File: config.mk
export PLATFORM = sky130hd
export DESIGN_NAME = pipe_stage_skid_flat
export DESIGN_NICKNAME = d
export VERILOG_FILES = /design/src/rtl/pipe_pkg.sv /design/src/rtl/pipe_stage_skid_if.sv /design/src/rtl/pipe_stage_skid.sv /design/src/flat_wrapper.sv
export SDC_FILE = /design/constraint.sdc
export NUM_CORES = 1
export LEC_CHECK = 0
export ABC_AREA = 1
export BUFFER_PORTS_ARGS = -buffer_cell sky130_fd_sc_hd__buf_2
export CAP_MARGIN = 20
export CELL_PAD_IN_SITES_DETAIL_PLACEMENT = 1
export CELL_PAD_IN_SITES_GLOBAL_PLACEMENT = 2
export CORE_ASPECT_RATIO = 1.1
export CORE_UTILIZATION = 31
export CTS_CLUSTER_DIAMETER = 40
export DETAILED_ROUTE_END_ITERATION = 6
export GPL_TIMING_DRIVEN = 0
export PLACE_DENSITY = 0.86
export REMOVE_ABC_BUFFERS = 1
export SYNTH_ARGS = -nofsm -noshare
export SYNTH_HDL_FRONTEND = slang
export SYNTH_SLANG_ARGS = --single-unit
File: constraint.sdc
create_clock -name clk -period 2.99 [get_ports clk]
set_input_delay 0.598 -clock clk [delete_from_list [all_inputs] [get_ports clk]]
set_output_delay 0.598 -clock clk [all_outputs]
set_load 0.01 [all_outputs]
File: src/rtl/pipe_pkg.sv
// pipe_pkg
// Shared definitions for the generic pipeline stage register (pipe_stage_skid)
// and the stages that instantiate it.
//   ps_state_e          : stage occupancy state; the encoding equals the entry count.
//   *_W                 : payload width of each inter-stage register.
//   *_BUBBLE            : value a stage presents when it holds no valid entry.
//                         An all-zero instruction field decodes as NOP.
package pipe_pkg;

    typedef enum logic [1:0] {
        PS_EMPTY = 2'd0,
        PS_ONE   = 2'd1,
        PS_FULL  = 2'd2
    } ps_state_e;

    localparam int unsigned IFID_W  = 64;
    localparam int unsigned IDEX_W  = 160;
    localparam int unsigned EXMEM_W = 112;
    localparam int unsigned MEMWB_W = 72;

    localparam logic [IFID_W-1:0]  IFID_BUBBLE  = '0;
    localparam logic [IDEX_W-1:0]  IDEX_BUBBLE  = '0;
    localparam logic [EXMEM_W-1:0] EXMEM_BUBBLE = '0;
    localparam logic [MEMWB_W-1:0] MEMWB_BUBBLE = '0;

endpackage

File: src/rtl/pipe_stage_skid_if.sv
// pipe_stage_skid_if
// Valid/ready handshake bundle around one pipeline stage register.
//   in_valid/in_ready/in_data    : upstream side (beat offered to the stage)
//   out_valid/out_ready/out_data : downstream side (head entry of the stage)
// Modports:
//   slave  : the stage register itself
//   master : the surrounding pipeline (drives upstream beats, consumes head)
interface pipe_stage_skid_if #(
    parameter int unsigned WIDTH = 64
);
    logic             in_valid;
    logic             in_ready;
    logic [WIDTH-1:0] in_data;
    logic             out_valid;
    logic             out_ready;
    logic [WIDTH-1:0] out_data;

    modport slave (
        input  in_valid, in_data, out_ready,
        output in_ready, out_valid, out_data
    );

    modport master (
        output in_valid, in_data, out_ready,
        input  in_ready, out_valid, out_data
    );
endinterface

File: src/rtl/pipe_stage_skid.sv
// pipe_stage_skid
// Generic pipeline stage register with valid/ready handshake and a two-entry
// skid buffer. The payload is opaque. in_ready depends only on the skid
// register and on freeze/flush, so there is no combinational path from
// out_ready to in_ready.
// Ports:
//   clk       : clock, all state updates on the rising edge
//   reset_n   : synchronous active-low reset
//   flush     : discard held entries and any beat offered this cycle
//   freeze    : hold all state; blocks both accept and release
//   bus       : handshake bundle (slave side), see pipe_stage_skid_if
//   occupancy : number of held entries, 0..2
module pipe_stage_skid
    import pipe_pkg::*;
#(
    parameter int unsigned      WIDTH  = 64,
    parameter logic [WIDTH-1:0] BUBBLE = '0
) (
    input  logic               clk,
    input  logic               reset_n,
    input  logic               flush,
    input  logic               freeze,
    pipe_stage_skid_if.slave   bus,
    output logic [1:0]         occupancy
);

    ps_state_e        state, state_nxt;
    logic             head_v, skid_v;
    logic [WIDTH-1:0] head_data, head_nxt;
    logic [WIDTH-1:0] skid_data, skid_nxt;
    logic             acc, rel;

    assign bus.in_ready  = !skid_v && !freeze && !flush;
    assign acc           = bus.in_valid && bus.in_ready;
    assign rel           = head_v && bus.out_ready && !freeze;

    assign bus.out_valid = head_v;
    assign bus.out_data  = head_data;
    assign occupancy     = state;

    always_ff @(posedge clk) begin
        if (!reset_n) begin
            state     <= PS_EMPTY;
            head_v    <= 1'b0;
            skid_v    <= 1'b0;
            head_data <= BUBBLE;
            skid_data <= BUBBLE;
        end else begin
            state     <= state_nxt;
            head_v    <= (state_nxt != PS_EMPTY);
            skid_v    <= (state_nxt == PS_FULL);
            head_data <= head_nxt;
            skid_data <= skid_nxt;
        end
    end

    // Vacated registers are refilled with BUBBLE so out_data comes straight
    // from head_data and still reads BUBBLE whenever out_valid is low.
    always_comb begin
        state_nxt = state;
        head_nxt  = head_data;
        skid_nxt  = skid_data;
        if (flush) begin
            state_nxt = PS_EMPTY;
            head_nxt  = BUBBLE;
            skid_nxt  = BUBBLE;
        end else begin
            unique case (state)
                PS_EMPTY: begin
                    if (acc) begin
                        state_nxt = PS_ONE;
                        head_nxt  = bus.in_data;
                    end
                end
                PS_ONE: begin
                    if (acc && rel) begin
                        head_nxt  = bus.in_data;
                    end else if (acc) begin
                        state_nxt = PS_FULL;
                        skid_nxt  = bus.in_data;
                    end else if (rel) begin
                        state_nxt = PS_EMPTY;
                        head_nxt  = BUBBLE;
                    end
                end
                PS_FULL: begin
                    if (rel) begin
                        state_nxt = PS_ONE;
                        head_nxt  = skid_data;
                        skid_nxt  = BUBBLE;
                    end
                end
                default: begin
                    state_nxt = PS_EMPTY;
                    head_nxt  = BUBBLE;
                    skid_nxt  = BUBBLE;
                end
            endcase
        end
    end

endmodule

File: src/flat_wrapper.sv
// flat-port wrapper written by rule: the top's interface ports become plain ports
module pipe_stage_skid_flat import pipe_pkg::*;
#(
    parameter int unsigned      WIDTH  = 64,
    parameter logic [WIDTH-1:0] BUBBLE = '0
)
  (clk, reset_n, flush, freeze, occupancy, bus_in_valid, bus_in_data, bus_out_ready, bus_in_ready, bus_out_valid, bus_out_data);
  pipe_stage_skid_if #(.WIDTH(WIDTH)) bus_i ();
  input  logic clk;
  input  logic reset_n;
  input  logic flush;
  input  logic freeze;
  output logic [1:0] occupancy;
  input wire logic [$bits(bus_i.in_valid)-1:0] bus_in_valid;
  input wire logic [$bits(bus_i.in_data)-1:0] bus_in_data;
  input wire logic [$bits(bus_i.out_ready)-1:0] bus_out_ready;
  output wire logic [$bits(bus_i.in_ready)-1:0] bus_in_ready;
  output wire logic [$bits(bus_i.out_valid)-1:0] bus_out_valid;
  output wire logic [$bits(bus_i.out_data)-1:0] bus_out_data;
  assign bus_i.in_valid = bus_in_valid;
  assign bus_i.in_data = bus_in_data;
  assign bus_i.out_ready = bus_out_ready;
  assign bus_in_ready = bus_i.in_ready;
  assign bus_out_valid = bus_i.out_valid;
  assign bus_out_data = bus_i.out_data;
  pipe_stage_skid #(.WIDTH(WIDTH), .BUBBLE(BUBBLE)) u_core (.clk(clk), .reset_n(reset_n), .flush(flush), .freeze(freeze), .bus(bus_i), .occupancy(occupancy));
endmodule
==> impl_metrics.csv <==
group,metric,value,unit
run_status,run_status,"finished, final reports clean",
power,finalPower,4.16,mW
routing,totalWireLength,20.0,mm
placement,port_buffers,137,
routing,wire_per_inst,13.4,µm
grt,grt_overflow_total,0,
timing,finalClockSkew,0.00787,ns
cells_and_area,seq_area,2640,µm²
critical_path,path_cells,"nor2_1, inv_4, nand3_1, nand2_8, inv_4, buf_12, nand2_1, a21oi_1",
die,fp.dieArea,22200,µm²
yosys,synth_top_area_share,39.5,%
critical_path,path_depth,8,
timing,fin_crit_sh,86.2,%
critical_path,r2r_setup_slack,0.41,ns
grt,grt_pass1_wl,33.0,mm
cells_and_area,nFillCells,2786,
cts,cts_buffer_depth,2,
cts,cts.clk_slew.worst_paths,0.06,ns
grt,antenna_found_initial,0,
critical_path,criticalPathCategory,"reg -> reg",
cts,numCtsBuffers,17,
critical_path,critPathLaunchType,"flop",
yosys,syn_area_per_cell,6.14,µm²
die,die_h,156,µm
routing,remaining_drc_errors,0,
critical_path,cp.arrival,2.85,ns
die,start_util,32.1,%
cts,holdBufCountCts,0,
routing,antenna_left,0,
placement,placed_cell_area,7510,µm²
critical_path,r2r_cells,8,
cells_and_area,drive_gt1_share,15.7,%
yosys,synth_cells,1089,
critical_path,cp_top_family,"simple AND/OR/NAND/NOR gates",
worst_hold_path,hold_class,"reg -> reg",
cts,cts.sinks,132,
critical_path,cp.required,3.26,ns
placement,dp.cells,1453,
cts,insertion_delay,0.42,ns
yosys,ys_seq_area_share,39.5,%
timing,finalSetupTns,0,ns
grt,grt_max_degree,74,
die,core_area,20900,µm²
critical_path,end_kind,"flop",
yosys,synthArstFlopShare,0,%
critical_path,cp_num_buf_inv,3,
placement,hpwl,12.4,mm
die,rows,55,
routing,vias_per_cell,4.53,
timing,worst_pin_slew,0.883,ns
yosys,synth_area_leader_cell,"dfxtp_1",
cts,cts_setup_buffers,0,
routing,first_pass_iters,4,
timing,slew_headroom,41.0,%
timing,holdWs,0.460,ns
die,die_w,142,µm
routing,via_count,6737,
power,p_per_area,515,nW/µm²
yosys,ys.flop_type,"dfxtp_1",
timing,maxSlewViolCount,0,
yosys,synth.ff_latch_count,132,
job,max_cap_viol_count,0,
cells_and_area,final_cells,1486,
timing,fmax,0.388,GHz
cells_and_area,nNetsFinal,1257,
timing,finalHoldViolCount,0,
cells_and_area,multi_input_area,3110,µm²
placement,place_congestion,0.697,
yosys,synth.distinct_cells,20,
critical_path,crit_top_cell,"inv_4",
cells_and_area,finalInstanceArea,8090,µm²
cells_and_area,area_growth,21.0,%
die,ios,138,
yosys,yosysWarningCount,0,
cts,tritoncts,"done",
yosys,yosys-top-cells-area,"dfxtp_1 40%, nand2_1 20%, nor2_1 11%",
worst_hold_path,min_delay_path_depth,2,
timing,setup_viol,0,
cts,cts-root-buf,"clkbuf_16",
power,ir_worst_vdd,0.000379,V
routing,first_iter_violations,226,
grt,grt_pass1_vias,6557,
critical_path,path_max_fanout,65,
cts,htree_levels,4,
critical_path,slowest_stage,"dfxtp_1",
yosys,netlist_area,6690,µm²
timing,fin_crit,2.58,ns
critical_path,max_stage_delay,0.52,ns
timing,rsz0062_at_grt,"no",
power,p_leak,4.07,nW
yosys,synth_edf_count,0,
grt,grt_usage,19.0,%
==> layer usage <==
| metal | wire (µm) | track usage (%) | vias up |
|---|---|---|---|
| li1 | - | - | 3484 |
| met1 | 9460 | 23.5 | 3154 |
| met2 | 9800 | 33.4 | 87 |
| met3 | 545 | 3.65 | 12 |
| met4 | 178 | 4.86 | 0 |
| met5 | 0 | 0 | - |
==> placed cells by master, fill, tap and decap left out, types with 2 or more instances in the layout <==
cell       count
nand2_1      347
a21oi_1       64
clkbuf_1       5
buf_2        137
nand3_1        2
inv_1        143
inv_2          3
o21ai_0       89
clkinv_2       4
nand2_2        2
nor2_1       196
dfxtp_1      132
inv_4          2
clkinv_4       2
bufinv_16      2
nor2_4         3
clkbuf_16     17
nand2_4        2
o21ai_1       32
buf_12         7
nor3_1         2
==> final cells by class <==
class / instances / area share, %
diodes: 1 / 0.0309
flip-flops and latches: 132 / 32.7
repair buffers: 145 / 10.6
multi-input cells: 743 / 38.4
inverters: 148 / 6.93
clock buffers: 23 / 5.66
clock inverters: 9 / 1.30
well taps: 285 / 4.41
==> worst min-delay path, stage by stage, from the launching register on <==
cell     delay (ns)
dfxtp_1        0.31
nand2_1        0.06
a21oi_1        0.05
==> per-stage QoR <==
step | setup WS [ns] | utilization, %
floorplan | -0.913 | -
global placement | -4.90 | 35.1
detailed placement | -0.338 | 36.0
CTS | 0.157 | 38.8
global route | 0.115 | 38.8
finish | 0.411 | 38.8
==> where the power goes <==
part	switching [mW]	total (mW)	internal, mW	leakage [nW]
combinational	0.211	0.334	0.123	2.73
clock	0.794	2.04	1.25	0.275
sequential	0.0101	1.79	1.78	1.06
total	1.02	4.16	3.15	4.07
==> registers in the layout, summed over array words and instances, names as in the netlist <==
register,flops
u_core.bus.out_data,64
u_core.occupancy,2
u_core.skid_v,1
u_core.skid_data,64
u_core.bus.out_valid,1
==> cell families after synthesis <==
group                  Yosys count  synth area share [%]
buffers and inverters          214                  14.6
AO/OA/AOI/OAI                  185                  13.8
flip-flops                     132                  39.5
AND/OR/NAND/NOR                558                  32.1
==> path summary, 6_finish.rpt <==
path | endpoint | startpoint
min | u_core.bus.out_data[60] | u_core.bus.out_data[60]
max | u_core.bus.out_data[11] | u_core.occupancy[0]
max reg2reg | u_core.bus.out_data[11] | u_core.occupancy[0]
min reg2reg | u_core.bus.out_data[60] | u_core.bus.out_data[60]
==> synth_stat cells, types with 2 or more instances <==
cell	number
a21oi_1	64
buf_2	25
buf_4	13
buf_6	12
clkbuf_1	16
dfxtp_1	132
inv_1	144
inv_2	4
nand2_1	349
nand2_2	2
nand3_1	2
nor2_1	198
nor3_1	2
o21ai_0	89
o21ai_1	32
==> repair_timing <==
| action | in CTS | in global routing |
|---|---|---|
| setup endpoints to repair | 64 | 22 |
| endpoints found under the hold margin | 0 | 0 |
| gates resized for setup | 2 | 2 |
Power figures use the tool's default switching activity.
